[config.mk]
export PLATFORM = sky130hd
export DESIGN_NAME = branch_sequencer
export DESIGN_NICKNAME = d
export VERILOG_FILES = /design/src/rtl/branch_pkg.sv /design/src/rtl/branch_cond.sv /design/src/rtl/branch_sequencer.sv
export SDC_FILE = /design/constraint.sdc
export NUM_CORES = 1
export LEC_CHECK = 0
export BUFFER_PORTS_ARGS = -buffer_cell sky130_fd_sc_hd__buf_2
export CAP_MARGIN = 10
export CORE_MARGIN = 5
export CORE_UTILIZATION = 46
export DETAILED_ROUTE_END_ITERATION = 10
export PLACE_DENSITY = 0.79
export SLEW_MARGIN = 20
export SYNTH_ARGS = -nofsm -noshare
export SYNTH_HDL_FRONTEND = slang
export SYNTH_SLANG_ARGS = --single-unit
[constraint.sdc]
create_clock -name clk -period 1.6 [get_ports clk]
set_input_delay 0.32 -clock clk [delete_from_list [all_inputs] [get_ports clk]]
set_output_delay 0.32 -clock clk [all_outputs]
set_load 0.1 [all_outputs]
[src/rtl/branch_pkg.sv]
// Shared definitions for the SAP-2 branch sequencer: opcodes, flag bit positions, FSM encoding.
// The CALL/RET extension is enabled by defining BRANCH_CALL_EN.
package branch_pkg;

    localparam logic [2:0] OP_JMP  = 3'b000;
    localparam logic [2:0] OP_JZ   = 3'b001;
    localparam logic [2:0] OP_JNZ  = 3'b010;
    localparam logic [2:0] OP_JM   = 3'b011;
    localparam logic [2:0] OP_JP   = 3'b100;
    localparam logic [2:0] OP_CALL = 3'b101;
    localparam logic [2:0] OP_RET  = 3'b110;

    // Bit positions inside the flags register output.
    localparam int FLAG_Z = 1;
    localparam int FLAG_S = 0;

    typedef enum logic [2:0] {
        ST_IDLE,
        ST_EVAL,
        ST_FETCH_LO,
        ST_FETCH_HI,
        ST_LOAD,
        ST_SKIP1,
        ST_SKIP2
    } state_t;

endpackage

[src/rtl/branch_cond.sv]
// Branch condition decode: latched opcode and flags -> taken / return / illegal.
// CALL and RET decode only when BRANCH_CALL_EN is defined; otherwise they are illegal.
module branch_cond
    import branch_pkg::*;
(
    input  logic [2:0] opcode,
    input  logic [1:0] flags,
    output logic       taken,
    output logic       is_ret,
    output logic       illegal
);

    always_comb begin
        taken   = 1'b0;
        is_ret  = 1'b0;
        illegal = 1'b0;
        case (opcode)
            OP_JMP:  taken = 1'b1;
            OP_JZ:   taken = flags[FLAG_Z];
            OP_JNZ:  taken = ~flags[FLAG_Z];
            OP_JM:   taken = flags[FLAG_S];
            OP_JP:   taken = ~flags[FLAG_S];
`ifdef BRANCH_CALL_EN
            OP_CALL: taken = 1'b1;
            OP_RET:  is_ret = 1'b1;
`endif
            default: illegal = 1'b1;
        endcase
    end

endmodule

[src/rtl/branch_sequencer.sv]
// SAP-2 conditional branch sequencer: evaluates flags, fetches the 2-byte target, loads or skips PC.
// Define BRANCH_CALL_EN to add CALL/RET with a single-entry return register.
module branch_sequencer
    import branch_pkg::*;
#(
    parameter int DATA_W = 8,
    parameter int ADDR_W = 16   // must be 2*DATA_W: target is {hi, lo}
) (
    input  logic              clk,
    input  logic              rst_n,
    input  logic              start,
    input  logic [2:0]        opcode,
    input  logic [1:0]        flags,
    input  logic [ADDR_W-1:0] pc,
    output logic              mem_rd,
    input  logic              mem_ready,
    input  logic [DATA_W-1:0] mem_data,
    output logic              pc_inc,
    output logic              pc_load,
    output logic [ADDR_W-1:0] pc_load_val,
    output logic              busy,
    output logic              done,
    output logic              err
);

    state_t            state_q, state_d;
    logic [2:0]        op_q, op_d;
    logic [1:0]        flags_q, flags_d;
    logic [DATA_W-1:0] lo_q, lo_d;
    logic [DATA_W-1:0] hi_q, hi_d;

    logic taken, is_ret, illegal, bad_op, ret_valid;
    logic [ADDR_W-1:0] ret_addr;

`ifdef BRANCH_CALL_EN
    logic [ADDR_W-1:0] ret_addr_q, ret_addr_d;
    logic              ret_valid_q, ret_valid_d;
    assign ret_addr  = ret_addr_q;
    assign ret_valid = ret_valid_q;
`else
    logic unused_pc;
    assign unused_pc = ^pc;
    assign ret_addr  = '0;
    assign ret_valid = 1'b0;
`endif

    branch_cond u_cond (
        .opcode  (op_q),
        .flags   (flags_q),
        .taken   (taken),
        .is_ret  (is_ret),
        .illegal (illegal)
    );

    // RET with nothing saved is treated like an illegal opcode.
    assign bad_op = illegal | (is_ret & ~ret_valid);

    always_comb begin
        state_d = state_q;
        op_d    = op_q;
        flags_d = flags_q;
        lo_d    = lo_q;
        hi_d    = hi_q;
`ifdef BRANCH_CALL_EN
        ret_addr_d  = ret_addr_q;
        ret_valid_d = ret_valid_q;
`endif
        case (state_q)
            ST_IDLE: begin
                if (start) begin
                    op_d    = opcode;
                    flags_d = flags;
                    state_d = ST_EVAL;
                end
            end
            ST_EVAL: begin
                if (bad_op)      state_d = ST_IDLE;
                else if (is_ret) state_d = ST_LOAD;
                else if (taken)  state_d = ST_FETCH_LO;
                else             state_d = ST_SKIP1;
            end
            ST_FETCH_LO: begin
                if (mem_ready) begin
                    lo_d    = mem_data;
                    state_d = ST_FETCH_HI;
                end
            end
            ST_FETCH_HI: begin
                if (mem_ready) begin
                    hi_d    = mem_data;
                    state_d = ST_LOAD;
                end
            end
            ST_LOAD: begin
                state_d = ST_IDLE;
`ifdef BRANCH_CALL_EN
                // pc already points past the operand bytes here.
                if (op_q == OP_CALL) begin
                    ret_addr_d  = pc;
                    ret_valid_d = 1'b1;
                end else if (op_q == OP_RET) begin
                    ret_valid_d = 1'b0;
                end
`endif
            end
            ST_SKIP1: state_d = ST_SKIP2;
            ST_SKIP2: state_d = ST_IDLE;
            default:  state_d = ST_IDLE;
        endcase
    end

    always_ff @(posedge clk or negedge rst_n) begin
        if (!rst_n) begin
            state_q <= ST_IDLE;
            op_q    <= '0;
            flags_q <= '0;
            lo_q    <= '0;
            hi_q    <= '0;
`ifdef BRANCH_CALL_EN
            ret_addr_q  <= '0;
            ret_valid_q <= 1'b0;
`endif
        end else begin
            state_q <= state_d;
            op_q    <= op_d;
            flags_q <= flags_d;
            lo_q    <= lo_d;
            hi_q    <= hi_d;
`ifdef BRANCH_CALL_EN
            ret_addr_q  <= ret_addr_d;
            ret_valid_q <= ret_valid_d;
`endif
        end
    end

    // Outputs decode from the registered state; pc_inc also follows mem_ready so
    // the PC steps in the same cycle the byte is captured.
    always_comb begin
        mem_rd      = (state_q == ST_FETCH_LO) || (state_q == ST_FETCH_HI);
        pc_inc      = (mem_rd && mem_ready) || (state_q == ST_SKIP1) || (state_q == ST_SKIP2);
        pc_load     = (state_q == ST_LOAD);
        pc_load_val = '0;
        if (pc_load) pc_load_val = is_ret ? ret_addr : {hi_q, lo_q};
        busy        = (state_q != ST_IDLE);
        err         = (state_q == ST_EVAL) && bad_op;
        done        = pc_load || (state_q == ST_SKIP2) || err;
    end

endmodule

# Word level (Yosys, flattened, before mapping)
# Cells that the tools add are included.
[word_totals] regBits=24 input_bits=33 output_inout_bits=22 elab_cells=44
[op_classes] n_eq_ne=13 mux=9 n_bitwise=2 reduce_logical=15
[op_table] op="$mux 16" count=1
[op_table] op="$mux 3" count=5
[op_table] op="$pmux 3 s5" count=1
[op_table] op="$eq 3x2->1 const B" count=4
[op_table] op="$eq 3x3->1 const B" count=4
[op_table] op="$eq 3x1->1 const B" count=2
[op_table] op="$logic_not 3->1" count=2
[op_table] op="$ne 2x2->1 const B" count=3
[op_table] op="$reduce_and 2->1" count=3
[op_table] op="$logic_or 1x1->1" count=5
[op_table] op="$pmux 1 s5" count=1
[op_table] op="$reduce_or 5->1" count=1
[op_table] op="$reduce_and 3->1" count=1
[op_table] op="$reduce_bool 3->1" count=1
[op_table] op="$logic_and 1x1->1" count=2
[op_table] op="$not 1->1" count=2
[op_table] op="$mux 1" count=1

# Depth between registers and ports, before layout
# Gate-level depths: netlist of run 1.
[depth] word_depth=5 mapped_depth=4 mapped_depth_nobuf=4

# Modules after synthesis
# From an unflattened synthesis of run 1, not the netlist that was laid out.
[hier_totals] hier_cells=101 area_unflattened_um2=1239.9
[by_module_without_submodules] mod="branch_sequencer" instances=1 cells_per_inst=94 area_per_inst_um2=1181.1 seq_area_each_um2=600.6
[by_module_without_submodules] mod="branch_cond" instances=1 cells_per_inst=7 area_per_inst_um2=58.8 seq_area_each_um2=0.0

# Worst setup path before layout of run 1
# Ideal clock, no wire load.
[synth_timing] path_kind="reg-to-output" startpoint="register state_q[2]" endpoint="output port done" t_arrival_ns=3.835 required_ns=1.280 path_slack_ns=-2.555 path_stages_with_launch=3 path_buffers=1 cell_sequence="dfrtp_1 > clkbuf_1 > o41ai_1"
[synth_between] elab_chain_cells=3 word_cells_on_any_way=6 classes_between="eq/ne (3); reduce/logical (3)"
[synth_rtl] item="start: declaration" line_no="branch_sequencer.sv:26" text="state_t state_q, state_d;"
[synth_rtl] item="start signal: assignment" line_no="branch_sequencer.sv:124" text="state_q <= state_d;"
[synth_rtl] item="$eq 3x3->1 (tied with other cells)" line_no="branch_sequencer.sv:141" text="pc_load = (state_q == ST_LOAD);"
[synth_rtl] item="$logic_or 1x1->1 / $logic_and 1x1->1 (equally long branches)" line_no="branch_sequencer.sv:146, branch_sequencer.sv:145"
[synth_rtl] item="$logic_or 1x1->1 *" line_no="branch_sequencer.sv:146" text="done = pc_load || (state_q == ST_SKIP2) || err;"
[synth_rtl] item="end: declaration" line_no="branch_sequencer.sv:22" text="output logic done,"
# Every way passes the cells marked *; elsewhere a longest branch is shown, timed or not.

# Final worst setup path of run 1
# Ends and elaborated chain as after synthesis.

==> results.py, run 1 <==
metrics = {
    "outcome": {
        "status": "complete, but fails checks",
        "failed_checks": "negative setup slack",
    },
    "worst_setup_path": {
        "required_ns": 1.28,
        "cp_slowest_cell": "dfrtp_2",
        "critPathLaunchType": "flop",
        "rr_worst_depth": 6,
        "critical_path.max_fanout": 5,
        "endpoint_kind": "output port",
        "worst-setup-path-type": "reg -> out",
        "path_cells": "buf_6 > o41ai_4 > buf_12",
        "r2r_start": "state_q[0]$_DFFE_PN0P_",
        "max_stage_delay_ns": 0.48,
        "r2r-end": "op_q[1]$_DFFE_PN0P_",
        "rrSetupSlack_ns": -0.02,
        "cp_data_arrival_time_ns": 1.56,
    },
    "die": {
        "io_pins": 55,
        "die_x_um": 61.2,
        "placementRows": 18,
        "dieArea_um2": 3750,
        "core_um2": 2500,
        "die_h_um": 61.2,
        "start_util_pct": 48.2,
    },
    "synthesis": {
        "synth_top_area_share_pct": 49.8,
        "synth_area_um2": 1210,
        "synth_nets": 140,
        "synth_cell_type_count": 27,
        "yosys_warnings": 0,
        "yosysSeqAreaShare_pct": 49.8,
        "synthCells": 107,
        "synth.avg_cell_area_um2": 11.3,
        "synthTopCellsByArea": "dfrtp_1 (50%), mux2_2 (18%), and2_1 (8.3%)",
        "synth_top_area_cell": "dfrtp_1",
        "synth-seq-cells": 24,
    },
    "cells_and_area": {
        "multiInputGateArea_um2": 709,
        "final_util_pct": 88.3,
        "diodes": 0,
        "final.fill_count": 110,
        "drive_gt1_share_pct": 69.0,
        "fin_nets": 205,
        "stdcell_count": 201,
        "areaGrowthSynthToFinish_pct": 83.0,
        "seq_area_um2": 603,
    },
    "placement": {
        "io_buffers": 38,
        "dp.cells": 185,
        "hpwlAfterDp_mm": 2.34,
        "dp_slack_ns": 0.0497,
        "gp_congestion": 0.738,
    },
    "drt": {
        "drtPass1Iterations": 4,
        "avgRoutedWirePerCell_um": 19.5,
        "drt-met1-wl_mm": 1.46,
        "drc": 0,
        "vias": 1111,
        "route.met3.wl_um": 200,
        "routed.top_layer": "met4",
        "via_per_inst": 5.53,
        "met2WireLength_mm": 2.15,
        "initialDrtViolationCount": 57,
        "ant_nets": 0,
        "wl_mm": 3.92,
    },
    "sta": {
        "setup_ws_ns": -0.277,
        "fmax_mhz": 533,
        "slew-limit-headroom_pct": 64.4,
        "setup_violations": 25,
        "finalHoldViolations": 0,
        "rsz0062_at_grt": "yes",
        "setup_tns_ns": -5.25,
        "max_slew.worst_pin.slew_ns": 0.534,
        "slew_viol_final": 0,
        "fin_crit_sh_pct": 117,
        "skew_ns": 0.00459,
        "min_period_ns": 1.88,
    },
    "min_path": {
        "min_path_type": "in -> reg",
        "hold_end": "flags_q[1]$_DFFE_PN0P_",
        "hp-start": "flags[1]",
        "holdPathStages": 3,
    },
    "global_routing": {
        "grt_pass1_vias": 1155,
        "grt-ovfl-total": 0,
        "grt_pass1_wl_mm": 5.59,
        "grt_max_degree": 25,
        "grt_usage_pct": 21.1,
        "antenna_found_initial": 0,
    },
    "clock_tree": {
        "cts_made_buffers": 3,
        "clock_latency_ns": 0.33,
        "path_clk_slew_ns": 0.13,
        "tritoncts": "built",
        "htree_levels": 1,
        "ctsLongestPathBuffers": 2,
        "cts-root-buf": "clkbuf_4",
        "cts_num_sinks": 24,
    },
    "power": {
        "irDropWorstVdd_uv": 2060,
        "p_per_area_nw_per_um2": 2080,
        "p_leak_nw": 1.00,
    },
    "job": {
        "max-cap-violations": 0,
    },
}
==> cells in the final DEF, fill, tap and decap left out, types with 4 or more instances in the layout <==
master,count
buf_4,12
nand2_1,4
and2_4,16
o21ai_0,5
mux2_4,4
dfrtp_1,22
buf_2,16
buf_12,23
mux2_2,15
a21oi_1,4
buf_6,10
==> synthesized netlist by cell type <==
cell      count
dfrtp_1      24
mux2_2       19
and2_1       16
o21ai_0       6
nand2_1       5
a21oi_1       4
a31oi_1       3
inv_1         3
nor2_1        3
buf_2         2
clkbuf_1      2
nand2_2       2
nand2b_1      2
nor2_2        2
nor2b_1       2
a21o_1        1
a31o_2        1
mux2i_1       1
nand3_1       1
nor3_4        1
nor4_1        1
nor4_4        1
nor4b_1       1
o22ai_1       1
o41ai_1       1
or3_1         1
xor2_1        1
==> how the worst max path moves through the flow <==
stage	from	end	slack, ns	cells past startpoint
after floorplan	state_q[0]$_DFFE_PN0P_	done	-0.53	3
final	state_q[2]$_DFFE_PN0P_	done	-0.28	3
after global placement	state_q[1]$_DFFE_PN0P_	done	0.07	3
after detailed placement	state_q[1]$_DFFE_PN0P_	done	0.05	3
after global routing	state_q[0]$_DFFE_PN0P_	pc_load_val[5]	-0.34	5
after CTS	state_q[0]$_DFFE_PN0P_	pc_load_val[7]	-0.28	5
==> critical path, delay by kind of cell, from the launching register on <==
| family | cells | cell delay (ns) |
|---|---|---|
| buffers and inverters | 2 | 0.36 |
| AO/OA/AOI/OAI | 1 | 0.39 |
| flip-flops | 1 | 0.48 |
==> per-stage QoR <==
stage          cell area [µm²]  power, mW  hold slack, ns
2_1_floorplan             1320       2.83          0.0244
3_3_place_gp              1940       3.51           0.318
3_5_place_dp              1940       3.63           0.325
4_1_cts                   2140       4.36           0.188
5_1_grt                   2210       4.78           0.202
6_report                  2210       4.58           0.208
==> power breakdown <==
part           internal (mW)  total (mW)  switching (mW)  leakage [nW]
Sequential             0.909        1.14           0.234         0.287
Clock                  0.254       0.443           0.189        0.0279
Combinational           1.37        3.00            1.63         0.689
==> state kept, by name, indices dropped and copies added, names as in the netlist <==
name     flops
hi_q         8
lo_q         8
op_q         3
state_q      3
flags_q      2
==> cell families (layout without fill, tap and decap cells) <==
kind of cell | count (synthesis) | in the layout | synth area share [%]
AND/OR/NAND/NOR | 38 | 38 | 20.2
multiplexers | 20 | 20 | 18.6
buffers and inverters | 7 | 71 | 2.39
XOR/XNOR | 1 | 1 | 0.726
AO/OA/AOI/OAI | 17 | 17 | 8.30
flip-flops | 24 | 24 | 49.8
==> metal layers <==
metal / up-vias / GRT usage (%)
li1: 501 / -
met1: 551 / 22.3
met2: 47 / 40.5
met3: 12 / 4.61
met4: 0 / 7.12
met5: - / 0
==> area by class of cell <==
cell class              instances  area share (%)
inverters                       3           0.510
flip-flops and latches         24            27.3
multi-input cells              76            32.1
clock buffers                   3            1.02
clock inverters                 1            1.36
repair buffers                 64            35.9
well taps                      30            1.70
==> what timing repair did <==
action                                  CTS  global route
cloned                                    1             0
setup buffers                             7             3
hold buffers                              1             0
gates resized for setup                  18            13
pin swaps                                 6            13
endpoints found under the hold margin    24             0
endpoints found under the setup margin   22            34
(Power assumes the default switching activity.)
==> run 2: changes to the inputs <==
--- a/config.mk
+++ b/config.mk
@@ -7,10 +7,12 @@
 export LEC_CHECK = 0
 export BUFFER_PORTS_ARGS = -buffer_cell sky130_fd_sc_hd__buf_2
 export CAP_MARGIN = 10
+export CELL_PAD_IN_SITES_DETAIL_PLACEMENT = 0
+export CELL_PAD_IN_SITES_GLOBAL_PLACEMENT = 1
 export CORE_MARGIN = 5
-export CORE_UTILIZATION = 46
+export CORE_UTILIZATION = 34
 export DETAILED_ROUTE_END_ITERATION = 10
-export PLACE_DENSITY = 0.79
+export PLACE_DENSITY_LB_ADDON = 0.1
 export SLEW_MARGIN = 20
 export SYNTH_ARGS = -nofsm -noshare
 export SYNTH_HDL_FRONTEND = slang
==> run 2 against run 1 <==
Effect of this change:
- the flow still finishes with violations (negative setup slack)
- clock-buffer cell count rose by 1
- cell count rose by 8.5%
- global-route usage fell by 7.4 points
- power fell by 7.0%
- highest routed layer unchanged
- flip-flop and latch count did not move
- fmax rose by 1.1%
- wire length fell by 21%
==> results.py, run 2 (synthesis results as in run 1) <==
metrics = {
    "power": {
        "p_per_area_nw_per_um2": 1920,
        "netSwitchingPower_mw": 1.90,
        "pwr-share-comb_pct": 66.3,
        "pwr-share-clk_pct": 7.3,
        "irDropWorstVdd_uv": 922,
        "p_leak_nw": 0.997,
        "power.internal_mw": 2.36,
        "swShare_pct": 44.6,
        "seq_power_share_pct": 26.4,
    },
    "sta": {
        "max_slew.worst_pin.slew_ns": 0.555,
        "min_period_ns": 1.86,
        "rsz0062_at_grt": "yes",
        "setup_ws_ns": -0.257,
        "finalHoldViolations": 0,
        "slew_viol_final": 0,
        "slew-limit-headroom_pct": 63.0,
        "fmax_mhz": 539,
        "skew_ns": 0.00365,
        "fin_crit_sh_pct": 116,
        "setup_tns_ns": -4.46,
        "setup_violations": 21,
    },
    "cells_and_area": {
        "reg.largest.list": "hi_q: 8 flops, lo_q: 8 flops",
        "final_common_cell": "buf_12",
        "diodes": 0,
        "fin_nets": 206,
        "final_cell_mix": "buf_12 (25), dfrtp_1 (22), and2_4 (16), mux2_2 (16), buf_2 (16)",
        "final_util_pct": 65.3,
        "areaGrowthSynthToFinish_pct": 83.6,
        "drive_gt1_share_pct": 69.2,
    },
    "die": {
        "core_um2": 3390,
        "start_util_pct": 35.6,
        "die_h_um": 69.6,
        "placementRows": 21,
        "dieArea_um2": 4840,
        "io_pins": 55,
        "die_x_um": 69.6,
    },
    "drt": {
        "initialDrtViolationCount": 22,
        "routed.top_layer": "met4",
        "ant_nets": 0,
        "vias": 1035,
        "avgRoutedWirePerCell_um": 14.1,
        "drt-met1-wl_mm": 1.41,
        "drtPass1Iterations": 4,
        "via_per_inst": 4.75,
        "drc": 0,
        "met2WireLength_mm": 1.51,
        "wl_mm": 3.08,
        "route.met3.wl_um": 129,
    },
    "clock_tree": {
        "cts_num_sinks": 24,
        "cts_made_buffers": 3,
        "path_clk_slew_ns": 0.12,
        "tritoncts": "built",
        "htree_levels": 1,
        "ctsLongestPathBuffers": 2,
        "clock_latency_ns": 0.31,
        "cts-root-buf": "clkbuf_4",
    },
    "min_path": {
        "min_path_type": "in -> reg",
    },
    "global_routing": {
        "grt-ovfl-total": 0,
        "antenna_found_initial": 0,
        "grt_pass1_vias": 1102,
        "grt_pass1_wl_mm": 5.38,
        "grt_max_degree": 25,
        "grt_usage_pct": 13.6,
    },
    "worst_setup_path": {
        "required_ns": 1.28,
        "cp_data_arrival_time_ns": 1.54,
        "critical_path.max_fanout": 7,
        "endpoint_kind": "output port",
        "critPathLaunchType": "flop",
        "rrSetupSlack_ns": 0.05,
        "worst-setup-path-type": "reg -> out",
    },
    "placement": {
        "hpwlAfterDp_mm": 2.15,
        "io_buffers": 38,
        "gp_congestion": 0.716,
    },
    "job": {
        "max-cap-violations": 0,
    },
    "outcome": {
        "status": "complete, but fails checks",
        "failed_checks": "negative setup slack",
    },
}
run 2: cell types whose count changed in the layout (fill, tap and decap cells not counted), sizes merged:
| cell | change |
|---|---|
| bufinv | -1 |
| buf | +2 |
run 2: timing repair:
action / in CTS / in global routing
endpoints found under the hold margin: 24 / 0
endpoints found under the setup margin: 22 / 25
pin swaps: 19 / 2
hold buffers: 1 / 0
gates cloned: 0 / 0
buffers inserted: 9 / 3
gates resized for setup: 12 / 11
run 2: worst paths after layout:
path | endpoint | start | depth (start not counted)
max | done | state_q[1]$_DFFE_PN0P_ | 3
min | flags_q[1]$_DFFE_PN0P_ | flags[1] | 3
max reg2reg | op_q[1]$_DFFE_PN0P_ | state_q[1]$_DFFE_PN0P_ | 6
min reg2reg | lo_q[6]$_DFFE_PN0P_ | lo_q[6]$_DFFE_PN0P_ | 1
max in group asynchronous | state_q[2]$_DFFE_PN0P_ | rst_n | 2
min in group asynchronous | lo_q[4]$_DFFE_PN0P_ | rst_n | 2
run 2: metal layers:
metal	GRT usage [%]	up-vias
met1	18.6	502
li1	-	501
met5	0	-
met4	4.34	0
met3	2.90	4
met2	21.4	28
run 2: critical path: stages (launching register included):
cell	delay (ns)
dfrtp_2	0.49
buf_6	0.15
o41ai_4	0.36
buf_12	0.22
run 2: per-stage QoR:
stage                     instances  hold WS (ns)  power, mW  worst slack [ns]  cell area [µm²]
after floorplan                 107        0.0244       2.83            -0.527             1320
after global placement          202         0.340       3.57            0.0396             1980
after detailed placement        202         0.339       3.63            0.0259             1980
after CTS                       216         0.204       4.15            -0.276             2160
after global routing            218         0.212       4.50            -0.337             2210
final                           218         0.219       4.26            -0.257             2210
run 2: power groups by stage:
stage | combinational (mW) | clock [mW] | sequential, mW
floorplan | 1.72 | 0 | 1.11
global placement | 2.46 | 0 | 1.11
detailed placement | 2.49 | 0 | 1.13
CTS | 2.70 | 0.330 | 1.12
global route | 2.99 | 0.349 | 1.16
finish | 2.83 | 0.313 | 1.12
run 2: final cells by class:
| type | count | area, µm² |
|---|---|---|
| Fill cell | 267 | 1170 |
| Timing Repair Buffer | 65 | 805 |
| Multi-Input combinational cell | 76 | 702 |
| Sequential cell | 24 | 603 |
| Tap cell | 46 | 57.6 |
| Clock buffer | 4 | 36.3 |
| Inverter | 3 | 11.3 |
==> run 3: changes to the inputs <==
--- a/config.mk
+++ b/config.mk
@@ -10,7 +10,7 @@
 export CELL_PAD_IN_SITES_DETAIL_PLACEMENT = 0
 export CELL_PAD_IN_SITES_GLOBAL_PLACEMENT = 1
 export CORE_MARGIN = 5
-export CORE_UTILIZATION = 34
+export CORE_UTILIZATION = 30
 export DETAILED_ROUTE_END_ITERATION = 10
 export PLACE_DENSITY_LB_ADDON = 0.1
 export SLEW_MARGIN = 20
==> run 3 against run 2 <==
Effect of this change:
- global-route usage fell by 2.7 points
- cell count fell by 0.46%
- combinational power fell by 4%
- fmax rose by 2.1%
- die area rose by 11%
- highest routed layer unchanged
- utilization fell by 11 points
- worst hold slack got worse by 0.19 ns
- clock power rose by 31%
- design area fell by 3.1%
- flip-flop and latch count did not move
- via count fell by 3.5%
- the run still ends with negative setup slack left
- sequential power barely moved
==> results.py, run 3 (synthesis results as in run 1) <==
metrics = {
    "die": {
        "core_um2": 3940,
        "io_pins": 55,
        "die_x_um": 73.4,
        "start_util_pct": 30.6,
        "die_h_um": 73.4,
        "dieArea_um2": 5390,
        "placementRows": 23,
    },
    "global_routing": {
        "grt-ovfl-total": 0,
        "grt_pass1_wl_mm": 4.58,
        "grt_pass1_vias": 992,
        "grt_usage_pct": 10.9,
        "grt_max_degree": 25,
        "antenna_found_initial": 0,
    },
    "outcome": {
        "status": "complete, but fails checks",
        "failed_checks": "negative setup slack",
    },
    "sta": {
        "fmax_mhz": 550,
        "fin_crit_sh_pct": 114,
        "slew_viol_final": 0,
        "slew-limit-headroom_pct": 64.0,
        "min_period_ns": 1.82,
        "skew_ns": 0.00223,
        "hold_slack_ns": 0.0242,
        "finalHoldViolations": 0,
        "setup_ws_ns": -0.219,
        "setup_violations": 21,
        "max_slew.worst_pin.slew_ns": 0.540,
        "rsz0062_at_grt": "yes",
    },
    "cells_and_area": {
        "multiInputGateArea_um2": 693,
        "final_cell_mix": "buf_12 (24), dfrtp_1 (22), mux2_2 (18)",
        "seq_area_um2": 603,
        "reg.largest.list": "hi_q: 8 flops, lo_q: 8 flops",
        "final_util_pct": 54.5,
        "areaGrowthSynthToFinish_pct": 78.0,
        "final_common_cell": "buf_12",
        "fin_nets": 201,
        "final.fill_count": 340,
        "diodes": 0,
        "drive_gt1_share_pct": 68.9,
    },
    "worst_setup_path": {
        "r2r_start": "state_q[1]$_DFFE_PN0P_",
        "required_ns": 1.28,
        "endpoint_kind": "output port",
        "worst-path-buf-inv": 2,
        "critPathLaunchType": "flop",
        "worst-setup-path-type": "reg -> out",
        "crit_family": "flip-flops",
        "critical_path.max_fanout": 4,
        "cp_data_arrival_time_ns": 1.50,
        "cp_slowest_cell": "dfrtp_1",
        "rrSetupSlack_ns": 0.08,
        "max_stage_delay_ns": 0.42,
        "crit_path_start": "state_q[2]$_DFFE_PN0P_",
        "path_cells": "buf_4 > o41ai_4 > buf_12",
    },
    "clock_tree": {
        "htree_levels": 1,
        "cts_num_sinks": 24,
        "clock_latency_ns": 0.26,
        "holdBufCountCts": 0,
        "cts-root-buf": "clkbuf_8",
        "ctsLongestPathBuffers": 2,
        "path_clk_slew_ns": 0.08,
        "cts_made_buffers": 3,
        "tritoncts": "built",
    },
    "drt": {
        "ant_nets": 0,
        "vias": 999,
        "via_per_inst": 4.60,
        "drtPass1Iterations": 4,
        "wl_mm": 2.75,
        "drc": 0,
        "initialDrtViolationCount": 23,
        "avgRoutedWirePerCell_um": 12.7,
    },
    "placement": {
        "hpwlAfterDp_mm": 2.10,
        "gp_congestion": 0.753,
        "io_buffers": 38,
    },
    "power": {
        "p_leak_nw": 0.961,
        "p_per_area_nw_per_um2": 1980,
        "irDropWorstVdd_uv": 1450,
    },
    "job": {
        "max-cap-violations": 0,
    },
    "min_path": {
        "min_path_type": "in -> async",
    },
}
-- run 3: changes by cell type in the layout (fill, tap and decap cells not counted), moves of 2 or more --
cell	change
buf_6	-4
buf_4	+3
clkbuf_4	-3
clkbuf_8	+3
buf_8	-2
mux2_2	+2
mux2_4	-2
-- run 3: per-stage QoR --
step	power (mW)	cell area, µm²	cells	setup slack (ns)	TNS [ns]
2_1_floorplan	2.83	1320	107	-0.527	-3.49
3_3_place_gp	3.59	1980	206	0.0235	0
3_5_place_dp	3.64	1980	206	0.0320	0
4_1_cts	4.24	2120	216	-0.223	-3.64
5_1_grt	4.49	2150	217	-0.276	-5.21
6_report	4.26	2150	217	-0.219	-3.74
-- run 3: layout make-up --
cell class	instances	area share, %
Clock buffer	4	2.56
Inverter	3	0.524
Sequential cell	24	28.1
Timing Repair Buffer	60	33.6
Multi-Input combinational cell	76	32.3
Tap cell	50	2.91
-- run 3: timing repair --
item	CTS	global route
pin swaps	4	5
resized for setup	10	5
endpoints found under the hold margin	0	0
setup buffers	7	4
setup endpoints to repair	22	24
-- run 3: per-layer routing --
metal | share of wire, % | global-route usage (%) | routed length, µm
met1 | 41 | 12.7 | 1120
met2 | 53 | 20.1 | 1460
met3 | 6.0 | 3.01 | 166
met4 | 0.36 | 1.81 | 10
met5 | 0 | 0 | 0
-- run 3: final timing paths --
| check | cells after the start | endpoint |
|---|---|---|
| setup reg to reg | 6 | hi_q[5]$_DFFE_PN0P_ |
| min in group clk | 3 | flags_q[1]$_DFFE_PN0P_ |
| max in group asynchronous | 1 | state_q[1]$_DFFE_PN0P_ |
| setup / recovery | 3 | done |
| hold reg to reg | 1 | hi_q[4]$_DFFE_PN0P_ |
| hold / removal | 1 | state_q[2]$_DFFE_PN0P_ |
-- run 3: power breakdown --
group | internal (mW) | switching (mW)
sequential | 0.913 | 0.202
combinational | 1.25 | 1.48
clock | 0.219 | 0.190
